## src/rtl/dnn_uart_tx.sv

```systemverilog
// Byte-serial UART transmitter for the accelerator result path.
// Frames a latched byte as start/data/optional parity/stop bits; all outputs registered.
module dnn_uart_tx #(
   parameter int BITWIDTH     = 8,
   parameter int CLKS_PER_BIT = 868,
   parameter int STOP_BITS    = 1,
   parameter int PARITY_EN    = 0,
   parameter int PARITY_ODD   = 0
) (
   input  logic                clock,
   input  logic                reset,
   input  logic [BITWIDTH-1:0] dataIn,
   input  logic                doTransmit,
   output logic                isBusy,
   output logic                txd,
   output logic                txDone,
   output logic                overrun
);

   localparam int CW = $clog2(BITWIDTH + STOP_BITS + 1);
   localparam logic [15:0]   BAUD_LAST = 16'(CLKS_PER_BIT - 1);
   localparam logic [CW-1:0] LAST_DATA = CW'(BITWIDTH - 1);
   localparam logic [CW-1:0] LAST_STOP = CW'(STOP_BITS - 1);
   localparam logic          PAR_ODD   = (PARITY_ODD != 0);

   typedef enum logic [2:0] {IDLE, START, DATA, PARITY, STOP} state_t;

   state_t              state;
   logic [15:0]         baud_cnt;
   logic [CW-1:0]       bit_cnt;
   logic [BITWIDTH-1:0] shift_reg;
   logic [BITWIDTH-1:0] shift_next;
   logic                parity_bit;
   logic                baud_wrap;

   assign baud_wrap  = (baud_cnt == BAUD_LAST);
   assign shift_next = shift_reg >> 1;

   always_ff @(posedge clock or negedge reset) begin
      if (!reset) begin
         state      <= IDLE;
         baud_cnt   <= '0;
         bit_cnt    <= '0;
         shift_reg  <= '0;
         parity_bit <= 1'b0;
         txd        <= 1'b1;
         isBusy     <= 1'b0;
         txDone     <= 1'b0;
         overrun    <= 1'b0;
      end else begin
         txDone <= 1'b0;
         // A strobe while a frame is in flight is dropped but remembered.
         if (doTransmit && state != IDLE)
            overrun <= 1'b1;
         if (state != IDLE)
            baud_cnt <= baud_wrap ? '0 : baud_cnt + 16'd1;

         case (state)
            IDLE: begin
               if (doTransmit) begin
                  shift_reg  <= dataIn;
                  parity_bit <= (^dataIn) ^ PAR_ODD;
                  baud_cnt   <= '0;
                  bit_cnt    <= '0;
                  state      <= START;
                  txd        <= 1'b0;
                  isBusy     <= 1'b1;
               end else begin
                  txd    <= 1'b1;
                  isBusy <= 1'b0;
               end
            end
            START: begin
               if (baud_wrap) begin
                  state <= DATA;
                  txd   <= shift_reg[0];
               end
            end
            DATA: begin
               if (baud_wrap) begin
                  if (bit_cnt == LAST_DATA) begin
                     bit_cnt <= '0;
                     if (PARITY_EN != 0) begin
                        state <= PARITY;
                        txd   <= parity_bit;
                     end else begin
                        state <= STOP;
                        txd   <= 1'b1;
                     end
                  end else begin
                     bit_cnt   <= bit_cnt + 1'b1;
                     shift_reg <= shift_next;
                     txd       <= shift_next[0];
                  end
               end
            end
            PARITY: begin
               if (baud_wrap) begin
                  state <= STOP;
                  txd   <= 1'b1;
               end
            end
            STOP: begin
               if (baud_wrap) begin
                  if (bit_cnt == LAST_STOP) begin
                     bit_cnt <= '0;
                     state   <= IDLE;
                     isBusy  <= 1'b0;
                     txDone  <= 1'b1;
                     txd     <= 1'b1;
                  end else begin
                     bit_cnt <= bit_cnt + 1'b1;
                  end
               end
            end
            default: begin
               state <= IDLE;
               txd   <= 1'b1;
               isBusy <= 1'b0;
            end
         endcase
      end
   end

endmodule
```

## config.mk

```make
export PLATFORM = sky130hd
export DESIGN_NAME = dnn_uart_tx
export DESIGN_NICKNAME = d
export VERILOG_FILES = /design/src/rtl/dnn_uart_tx.sv
export SDC_FILE = /design/constraint.sdc
export NUM_CORES = 1
export LEC_CHECK = 0
export CAP_MARGIN = 20
export CORE_MARGIN = 4
export CORE_UTILIZATION = 45
export CTS_CLUSTER_DIAMETER = 50
export DETAILED_ROUTE_END_ITERATION = 8
export GPL_ROUTABILITY_DRIVEN = 0
export PLACE_DENSITY = 0.76
export REMOVE_ABC_BUFFERS = 1
export SLEW_MARGIN = 20
export SYNTH_ARGS = -nofsm -noshare
export SYNTH_HDL_FRONTEND = slang
export SYNTH_SLANG_ARGS = --single-unit
```

## constraint.sdc

```tcl
create_clock -name clock -period 1.95 [get_ports clock]
set_input_delay 0.2925 -clock clock [delete_from_list [all_inputs] [get_ports clock]]
set_output_delay 0.2925 -clock clock [all_outputs]
set_load 0.02 [all_outputs]
```

## After elaboration in Yosys (flattened, before gate mapping)

Cells that the tools add are included.
W data, S select, Z words.

| storage, ports and cells | value |
|---|---|
| flip-flop bits (word level) | 35 |
| latch bits | 0 |
| memory bits (writable) | 0 |
| memory bits (read-only) | 0 |
| output and inout port bits | 4 |
| word-level logic and storage cells | 74 |
| memories kept | 0 |

| operators by class | value |
|---|---|
| add/sub/neg operators | 2 |
| multiply operators | 0 |
| divide/modulo/power cells | 0 |
| order comparisons | 0 |
| equality and inequality tests | 14 |
| shift operators | 0 |
| mux-type cells | 37 |
| bitwise gates (word level) | 1 |
| reduce and logical (&&, ||, !) cells | 12 |

Operator list:

| kind | number |
|---|---|
| $mux W16 | 4 |
| $mux W8 | 3 |
| $mux W3 | 7 |
| $mux W4 | 5 |
| $add A16 B1 Y16 const B | 1 |
| $eq A16 B10 Y1 const B | 1 |
| $ne A2 B2 Y1 const B | 8 |
| $pmux W8 S2 | 1 |
| $pmux W3 S5 | 1 |
| $mux W1 | 13 |
| $pmux W4 S3 | 1 |
| $reduce_and A4 Y1 | 2 |
| $reduce_and A7 Y1 | 1 |
| $eq A3 B2 Y1 const B | 2 |
| $reduce_bool A3 Y1 | 2 |
| $pmux W1 S5 | 1 |
| $reduce_and A5 Y1 | 1 |
| $add A4 B1 Y4 const B | 1 |
| $eq A4 B3 Y1 const B | 1 |
| $logic_not A4 Y1 | 1 |
| $eq A3 B1 Y1 const B | 1 |
| $eq A3 B3 Y1 const B | 1 |
| $logic_not A3 Y1 | 1 |
| $pmux W1 S3 | 1 |
| other kinds (5) | 5 |

## Logic depth before layout (Yosys ltp)

Gate-level depths: netlist of the first run.

| logic depth | value |
|---|---|
| word-level depth | 5 |
| gate-level depth with buffers | 7 |

## Worst setup path after synthesis of the first run

No wires, ideal clock.

| path | value |
|---|---|
| path kind | flip-flop to flip-flop |
| from | register baud_cnt[0] |
| to | register bit_cnt[2] |
| arrival time | 1767 ps |
| setup slack | 118 ps |
| cell stages (with the launch flop) | 7 |
| period minus slack after synthesis | 1832 ps |
| cells stage by stage | dfrtp_1 ha_1 nor3b_2 nand4_4 a21o_1 or4_1 nand2_1 |

| on the way | value |
|---|---|
| longest elaborated chain between the ends | 3 |
| elaborated cells between the ends (all ways) | 4 |

RTL lines:

| what | RTL line | text |
|---|---|---|
| from (decl) | 29 | `logic [15:0] baud_cnt;` |
| from (signal assigned) | 56 | `baud_cnt <= baud_wrap ? '0 : baud_cnt + 16'd1;` |
| $eq A16 B10 Y1 * | 36 | `assign baud_wrap = (baud_cnt == BAUD_LAST);` |
| $ne A2 B2 Y1 (no source line) | - |  |
| $reduce_and A4 Y1 (no source line) * | - |  |
| to (signal assigned) | 91 | `bit_cnt <= bit_cnt + 1'b1;` |
| to (signal assigned) | 112 | `bit_cnt <= bit_cnt + 1'b1;` |
| to (decl) | 30 | `logic [CW-1:0] bit_cnt;` |

Mark *: on every way between the ends. The rest lies on a longest branch, timed or not.
A chain may end at the register's enable or synchronous reset.

## Final worst setup path of the first run

Ends and elaborated chain as after synthesis.

==> results of run 1 <==
==> how the worst max path moves through the flow <==
stage,to,cells past startpoint,startpoint,slack [ns]
floorplan,bit_cnt[2],5,state[2],-0.04
global placement,bit_cnt[2],6,baud_cnt[0],0.09
detailed placement,bit_cnt[2],6,baud_cnt[0],0.06
CTS,bit_cnt[2],6,baud_cnt[0],0.01
global route,bit_cnt[2],6,baud_cnt[1],0.006
finish,bit_cnt[2],6,baud_cnt[0],0.08
==> what timing repair did <==
item,4_1_cts,5_1_grt
setup endpoints to repair,0,9
resized for setup,0,6
buffers inserted,0,3
==> cell families (layout without fill, tap and decap cells) <==
logic type,Yosys count,in the layout
and+or+nand+nor,86,86
AOI/OAI and AO/OA,60,60
DFF,35,35
buffers and inverters,16,56
muxes,11,11
adders and majority gates,3,3
==> cell type report <==
cell class / count / area share, %
flip-flops and latches: 35 / 36.2
clock buffers: 7 / 3.15
clock inverters: 1 / 0.207
repair buffers: 41 / 13.9
well taps: 50 / 2.58
inverters: 7 / 1.08
multi-input cells: 160 / 42.9
==> synthesized netlist by cell type, types with 2 or more instances <==
cell      count  area share (%)
o21ai_0      16             4.1
or3_1         2            0.63
nand2_1      24             4.6
nand3_1       9             2.3
inv_1         7             1.3
a211o_1       2            0.89
o21bai_1      2            0.76
a22o_1        2            0.89
nand3b_1      2            0.76
a21o_1        2            0.76
nor3_1        8             2.0
a21oi_1      16             4.1
clkbuf_1      4            0.76
ha_1          3             1.9
nand4_1       2            0.63
nor4_4        2             2.2
mux2i_1      11             5.6
or2_2         2            0.63
dfrtp_1      34              43
o31ai_1       4             1.5
a31oi_1       5             1.6
buf_2         4             1.0
a211oi_1      2            0.76
and4_1        2            0.89
nor2_1       16             3.0
and3_1        4             1.3
==> placed cells by master (no fill, tap or decap), types with 4 or more instances in the layout <==
| cell type | instances |
|---|---|
| a21oi_1 | 15 |
| a31oi_1 | 5 |
| and3_1 | 4 |
| buf_4 | 27 |
| clkbuf_8 | 5 |
| clkdlybuf4s50_1 | 13 |
| dfrtp_1 | 34 |
| inv_1 | 6 |
| mux2i_1 | 11 |
| nand2_1 | 24 |
| nand3_1 | 9 |
| nor2_1 | 16 |
| nor3_1 | 8 |
| o21ai_0 | 15 |
| o31ai_1 | 4 |
==> per-layer routing <==
| layer | up-vias | global-route usage (%) | share of wire (%) |
|---|---|---|---|
| met5 | - | 0 | 0 |
| met4 | 0 | 6.84 | 2.0 |
| met3 | 11 | 5.81 | 5.6 |
| met2 | 56 | 28.7 | 48 |
| met1 | 802 | 23.0 | 45 |
| li1 | 862 | - | - |
==> power groups by stage <==
| stage | Clock [mW] | Sequential, mW | Combinational, mW |
|---|---|---|---|
| after floorplan | 0 | 0.758 | 0.0207 |
| after global placement | 0 | 0.760 | 0.0573 |
| after detailed placement | 0 | 0.761 | 0.0594 |
| after CTS | 0.526 | 0.747 | 0.0596 |
| after global routing | 0.563 | 0.748 | 0.0673 |
| final | 0.514 | 0.747 | 0.0591 |
==> metrics, run 1 <==
Placed Area=0.00231 mm2; Worst-Skew Late Latency=0.29 ns; combined area of the multi-input logic cells=0.00104 mm2; Slew @ Worst Pin=0.801 ns; worst slack, placed=0.0626 ns; status=complete, no violations; final design utilization=58.9%; post-route ant nets=0; clk root buf=clkbuf_8; top_reg_cell synth=dfrtp_1; RR Endpoint=bit_cnt[2]; Post-route DRC=0; Arrival @ worst endpoint=2.11 ns; CTS HTree Levels=2; slowest CP cell=or4_1; ratio of final minimum period to clock period=96.1%; via count=1731; die area=0.00550 mm2; core footprint=0.00412 mm2; Fin. Hold Viols=0; multiplexer share of the synthesized area=5.59%; sequential share of power=56.6%; Placed Cells=290; synthesis-stage register bit count=35; Worst EP required=2.18 ns; Post-synth ARST share=100%; Synth Cell Area=0.00197 mm2; max_cap viols=0; sequential standard cell area=877 um2; GRT Total Usage=18.1%; clk buf depth=2; Max-slew headroom=46.6%; Comb pwr share=4.5%; vias in the first global route=1654; Initial Utilization=47.9%; Synth Warn #=0; post-synthesis adder-cell area fraction=1.90%; clock group share of total power=38.9%; row count=23; PD cells=545 mW/mm2; distinct cell type count after synthesis=50; global-route wire length before repair=7.51 mm; biggest cell delay along the critical path=0.51 ns; Fill cells=375; FF-to-FF setup slack=0.08 ns; share of layout cells above drive strength 1=19.9%; Final HPWL DP=3.13 mm; Hold WC Path Type=in2async; Area Overhead vs Synth=23.0%; Final Total Pwr=1.32 mW; largest fanout on the critical path=5; clock sinks=35; path depth of the worst reg2reg path=6; Starting DRT DRC Count=81; setup TNS=0 ns; drt wl/cell=14.9 um; Worst-path clk slew=0.07 ns; critical path class=reg2reg; largest net degree at the start of global routing=36; GRT overflow=0; RSZ-0062 raised after global routing=false; CTS Buf Count=5; Total Nets Final=264; Mapped Cells=211; delay-heaviest family, CP=simple AND/OR/NAND/NOR gates; Die Y=74.2 um; hold_buf cts=0; Port Buf Inserts=14; number of synthesized flops with an enable pin=0; sequential area share after synthesis=44.5%; CTS tree=yes; worst-path cell chain=ha_2 -> nor3b_4 -> nand4_4 -> a21o_1 -> or4_1 -> nand2_1; Setup violations, final=0; antenna cells=0; design area=0.00242 mm2; clk_skew=0.00340 ns; vias per inst=5.75; Tmin final=1.87 ns; largest family of logic cells by synthesized area=simple AND/OR/NAND/NOR gates; antenna violations before repair=0; Synth Area per Inst=9.34 um2; I/O pins=15; Non-Filler Instances=301; cell-internal power=1.02 mW; Leakage=1.01 nW; CP Launch Type=flip-flop; DR pass1 iterations=4; f_max=0.533 GHz; Final Hold Slack=0.0789 ns; final WL=4.48 mm; simple logic cell fraction of the synthesized area=25.2%; max reg flops=16; Sw Pwr=0.302 mW; Die X-Extent=74.2 um; Compound-Gate Fraction of Synth Area=19.3%; Slew Limit Fails=0; peak supply drop=0.000394 V; Synth Area in XOR/XNOR=0%; worst setup margin=0.0752 ns; switching share of power=22.9%; Critical Path Sink Type=flip-flop; WP buf/inv=0; Reg-to-Reg Start=baud_cnt[0]
Note: power is estimated with default switching activity, not from simulation.
==> run 2, diff against run 1 <==
GPL_ROUTABILITY_DRIVEN = default   (was 0)
==> results of run 2 <==
Same layout as run 1: the final DEF is identical, and so are final timing and power.
==> RTL change 1: new RTL, flow settings as in run 1 <==
Re-encode `state_t` (5 states) as Gray code, 3 bits wide.
--- a/src/rtl/dnn_uart_tx.sv
+++ b/src/rtl/dnn_uart_tx.sv
@@ -24,5 +24,5 @@
    localparam logic          PAR_ODD   = (PARITY_ODD != 0);
 
-   typedef enum logic [2:0] {IDLE, START, DATA, PARITY, STOP} state_t;
+   typedef enum logic [2:0] {IDLE = 3'b000, START = 3'b001, DATA = 3'b011, PARITY = 3'b010, STOP = 3'b110} state_t;
 
    state_t              state;
Check against the original RTL: no difference found for any inputs over 10 cycles, from zero or initial values and one cycle with reset low; not proved beyond that.
==> RTL change 1 against run 1 <==
Cell area rose by 0.88%. Routed wire length fell by 2.6%. Clock skew fell by 0.79 ps. Area after synthesis is 0.57% lower. Critical path type unchanged. Non-clock buffer count is 1 lower. Worst setup slack improved by 46 ps. Sequential cell count did not move.
Power is not compared: it rests on default switching activity, and its combinational part moved more than twofold at a synthesized area within 25%.
==> RTL change 1: results (changes against run 1) <==
Routing
  – DR vias: 1750 (+1.1%)
  – Drt wl/cell: 14.2 µm (-4.2%)
  – Drt pass-1 iters: 5 (+1)
  – Iter 0 DRT Violations: 208 (+160%)

Place
  – Port bufs: 14 (unchanged)
  – Placed insts: 298 (+2.8%)
  – Post-DP HPWL: 3.10 mm (-0.81%)

Worst setup path
  – Worst Path Arrival: 2030 ps (-80 ps)
  – Worst-path maximum fanout: 5 (unchanged)
  – Worst r2r src: baud_cnt[10]
  – Worst R2R End: bit_cnt[0]
  – Worst R2R Setup Slack: 120 ps (+50 ps)
  – Reg2Reg Depth: 5 (-1)
  – Setup crit start: baud_cnt[10]

GRT
  – Number of global-route vias before repair: 1664 (+0.60%)
  – Initial antenna violation count: 0 (unchanged)
  – First-pass GRT wire length: 7.64 mm (+1.7%)
  – GRT Resource Usage Total: 17.8% (-0.23 points)

Yosys
  – Sequential area share after synthesis: 44.8% (+0.26 points)
  – Synth top cells by count: dfrtp_1, nand2_1, o21ai_0, a21oi_1, nor2_1
  – Yosys top cell by area: dfrtp_1
  – Synth cell types: 47 (-6.0%)
  – Largest cells by area after synthesis: dfrtp_1, o21ai_0, nand2_1
  – Fraction of registers with async set/reset: 100% (unchanged)
  – Cells after synthesis: 220 (+4.3%)
  – Yosys warns: 0 (unchanged)

Clock network
  – Clock tree root buffer cell: clkbuf_8
  – CTS buffer count: 5 (unchanged)
  – CTS H-tree depth: 2 (unchanged)
  – Hold_buf cts: 0 (unchanged)

Pwr
  – VDD IR max: 0.669 mV
  – LEAKAGE: around 1.1 nW

Layout
  – Nets: 269 (+1.9%)
  – Filler cell count: 345 (-8.0%)
  – Number of antenna diodes: 0 (unchanged)
  – Layout cell share with drive strength beyond 1: 18.0% (-2.0 points)
  – Final Non-Filler Cells: 306 (+1.7%)
  – Largest register FFs: 16 (unchanged)

Timing
  – Max-slew headroom: 63.1% (+16 points)
  – Final Skew: 2.62 ps (-0.785 ps)

Outcome
  – Status: finished, final reports clean
[RTL change 1: changes by cell type in the layout (fill, tap and decap cells not counted), moves of 3 or more]
cell     before  now
a31oi_1       5   10
inv_1         6    9
mux2i_1      11    6
nand4_1       2    5
o21ai_0      15   25
o31ai_1       4    0
[RTL change 1: metal layers]
metal / vias up / part of all wire, % / track usage [%]
li1: 868 / - / -
met1: 834 / 48 / 26.2
met2: 43 / 46 / 26.3
met3: 5 / 4.7 / 2.16
met4: 0 / 1.3 / 8.25
met5: - / 0 / 0
[RTL change 1: layout make-up]
cell class,count,share of cell area [%]
flip-flops and latches,35,35.9
multi-input cells,164,41.1
clock buffers,6,3.38
well taps,50,2.56
repair buffers,40,14.2
inverters,9,1.38
clock inverters,2,1.43
[RTL change 1: cells by family after synthesis]
| logic type | synth area share, % |
|---|---|
| AO/OA/AOI/OAI | 19.8 |
| XOR/XNOR | 0.447 |
| adder cells (fa/ha/maj) | 1.92 |
| buffers and inverters | 4.79 |
| flip-flops | 44.8 |
| multiplexers | 3.64 |
| AND/OR/NAND/NOR | 24.6 |
[RTL change 1: through the flow]
stage | area [µm²] | setup WS, ps | hold slack [ps] | TNS (ps)
after floorplan | 1900 | -100 | -3.09 | -315
after global placement | 2310 | 81.4 | 462 | 0
after detailed placement | 2310 | 32.5 | 461 | 0
after CTS | 2430 | 23.3 | 433 | 0
after global routing | 2440 | 11.9 | 464 | 0
final | 2440 | 121 | 412 | 0
[RTL change 1: how the worst max path moves through the flow]
stage / endpoint / slack [ps] / cells past startpoint
finish: bit_cnt[0] / 120 / 5
global route: bit_cnt[1] / 10 / 5
CTS: bit_cnt[0] / 20 / 5
detailed placement: bit_cnt[2] / 30 / 7
global placement: bit_cnt[2] / 80 / 7
floorplan: bit_cnt[3] / -100 / 6
[RTL change 1: power by group]
part           internal (W)  switching [W]
clock              0.000414       0.000267
sequential         0.000842      0.0000817
combinational      0.000246       0.000232
total               0.00150       0.000580
[RTL change 1: repair_timing]
item                                    in CTS  in global routing
resized for setup                            1                  4
endpoints found under the setup margin       1                  5
pin swaps                                    0                  1
[RTL change 1: worst max-delay path, stage by stage (launching register included)]
cell     delay (ps)
dfrtp_1         400
nor4b_2         340
and4_4          320
o21ai_2          90
or4_1           500
o21ai_0          90
==> RTL change 2: new RTL, settings of run 1 <==
Made on the original files. Change the parameter `BITWIDTH` from 8 to 16.
--- a/src/rtl/dnn_uart_tx.sv
+++ b/src/rtl/dnn_uart_tx.sv
@@ -2,5 +2,5 @@
 // Frames a latched byte as start/data/optional parity/stop bits; all outputs registered.
 module dnn_uart_tx #(
-   parameter int BITWIDTH     = 8,
+   parameter int BITWIDTH     = 16,
    parameter int CLKS_PER_BIT = 868,
    parameter int STOP_BITS    = 1,
Ports: changed (resized dataIn); port bits go from 15 to 23. No check against the original RTL was run, so the function may have changed too.
==> RTL change 2 against run 1 <==
The flow now finishes with violations (negative setup slack). Worst setup slack got worse by 150 ps. Cell area increased by 34%. Power increased by 29%. Sequential share of layout area decreased by 2.3 points. Area after synthesis increased by 20%. Routed wire length increased by 33%. Hold slack improved by 420 ps. Non-clock buffer count increased by 25. Maximum frequency decreased by 7.6%. Sequential cell count increased by 9.
==> RTL change 2: results (changes against run 1) <==
Worst hold path
  – Hold Crit Class: reg2reg

Yosys
  – Syn avg cell area: 9.31 µm² (-0.31%)
  – Fraction of registers with async set/reset: 100% (unchanged)
  – Sequential area share after synthesis: 46.6% (+2.1 points)
  – Synth cell types: 49 (-2.0%)
  – Synth top cells by count: dfrtp_1, nand2_1, o21ai_1, inv_1, mux2i_1
  – Most used DFF post-synth: dfrtp_1
  – Largest cells by area after synthesis: dfrtp_1, mux2i_1, nand2_1
  – Yosys warns: 0 (unchanged)

Layout
  – Filler cell count: 406 (+8.3%)
  – Number of antenna diodes: 0 (unchanged)
  – Final Non-Filler Cells: 388 (+29%)
  – Layout cell share with drive strength beyond 1: 27.4% (+7.4 points)
  – Nets: 341 (+29%)

GRT
  – GRT Resource Usage Total: 18.0% (-0.047 points)
  – Number of global-route vias before repair: 1955 (+18%)
  – Largest net degree at the start of global routing: 45 (+25%)
  – Initial antenna violation count: 0 (unchanged)
  – First-pass GRT wire length: 9.06 mm (+21%)

Timing
  – Worst slew pin tran: 596 ps (-204 ps)
  – Final setup vio count: 8 (+8)
  – Final Skew: 5.45 ps (+2.05 ps)
  – Final worst slack: -78.1 ps (-153 ps)

Routing
  – M1 wire length: 2.63 mm (+31%)
  – DR vias: 2188 (+26%)
  – Met2 wire length: 2.86 mm (+34%)
  – Iter 0 DRT Violations: 129 (+59%)
  – Metal3 WL: 377 µm (+51%)
  – Drt wl/cell: 15.4 µm (+3.3%)
  – Highest metal used: met4
  – Drt pass-1 iters: 4 (unchanged)

Place
  – Port bufs: 22 (+8)
  – Placed insts: 368 (+27%)
  – Post-DP HPWL: 3.74 mm (+20%)
  – Place WS: -95.6 ps (-158 ps)

Clock network
  – CTS H-tree depth: 2 (unchanged)
  – Clock tree root buffer cell: clkbuf_8
  – Clock transition at path regs: 90 ps (+20 ps)
  – Worst skew pair latency: roughly 300 ps
  – Clock tree buffer depth: 2 (unchanged)
  – CTS buffer count: 5 (unchanged)

Worst setup path
  – Worst-path maximum fanout: 7 (+2)
  – Crit path to: bit_cnt[3]
  – Worst r2r src: baud_cnt[10]
  – CP Class: reg2reg
  – Worst Path Arrival: 2240 ps (+130 ps)
  – Reg2Reg Depth: 6 (unchanged)

Outcome
  – Status: finished with violations
  – Failing checks: negative setup slack

Pwr
  – LEAKAGE: 1.35 nW (+34%)
  – VDD IR max: 0.322 mV (-18%)
RTL change 2: how the worst min path moves through the flow:
stage,startpoint,endpoint,slack [ps],cells past startpoint
floorplan,reset,baud_cnt[0],-3,0
global placement,reset,shift_reg[10],290,2
detailed placement,reset,shift_reg[9],290,2
CTS,overrun,overrun,500,1
global route,reset,shift_reg[10],510,3
finish,shift_reg[14],shift_reg[14],490,2
RTL change 2: area by class of cell:
class | instances | area (µm²) | area share, %
tap | 70 | 87.6 | 2.69
multi-input combinational | 185 | 1300 | 39.9
clock buffer | 5 | 68.8 | 2.12
clock inverter | 3 | 46.3 | 1.42
timing repair buffer | 66 | 592 | 18.2
inverter | 15 | 56.3 | 1.73
sequential | 44 | 1100 | 33.9
RTL change 2: metal layers:
metal  track usage (%)  up-vias
met2              28.2       81
met4              6.93        0
met5                 0        -
met1              24.3     1043
li1                  -     1053
met3              3.92       11
RTL change 2: critical path, stage by stage (launching register included):
cell and delay (ps):
dfrtp_1 380, or4_4 540, nor4_4 310, buf_4 200
o21ai_4 100, nand2b_4 200, o31ai_4 210
RTL change 2: kinds of logic after synthesis:
family                   count (synthesis)  synth area share (%)
flip-flops                              44                  46.6
AO/OA/AOI/OAI                           74                  18.6
XOR/XNOR                                 1                 0.370
multiplexers                            15                  6.35
adder cells (fa/ha/maj)                  5                  2.65
AND/OR/NAND/NOR                         90                  21.2
buffers and inverters                   25                  4.18
RTL change 2: power breakdown:
group	switching, W	total, W	leakage (nW)	internal, W
combinational	0.0000318	0.0000745	0.717	0.0000427
sequential	0.0000000000000000000236	0.000912	0.581	0.000912
clock	0.000329	0.000715	0.0548	0.000386
total	0.000361	0.00170	1.35	0.00134
RTL change 2: through the flow:
step | TNS (ps) | hold WS, ps | area, µm² | util [%]
global route | -2130 | 512 | 3250 | 63.7
CTS | -166 | 497 | 3080 | 60.3
finish | -253 | 495 | 3250 | 63.7
detailed placement | -478 | 293 | 2890 | 56.6
global placement | -38.9 | 287 | 2890 | 56.6
floorplan | -5740 | -3.09 | 2320 | -
RTL change 2: what timing repair did:
item / in CTS / in global routing
hold endpoints to repair: 43 / 0
gates cloned: 0 / 3
endpoints found under the setup margin: 20 / 39
hold buffers: 1 / 0
pin swaps: 4 / 11
buffers inserted: 3 / 5
resized for setup: 8 / 40
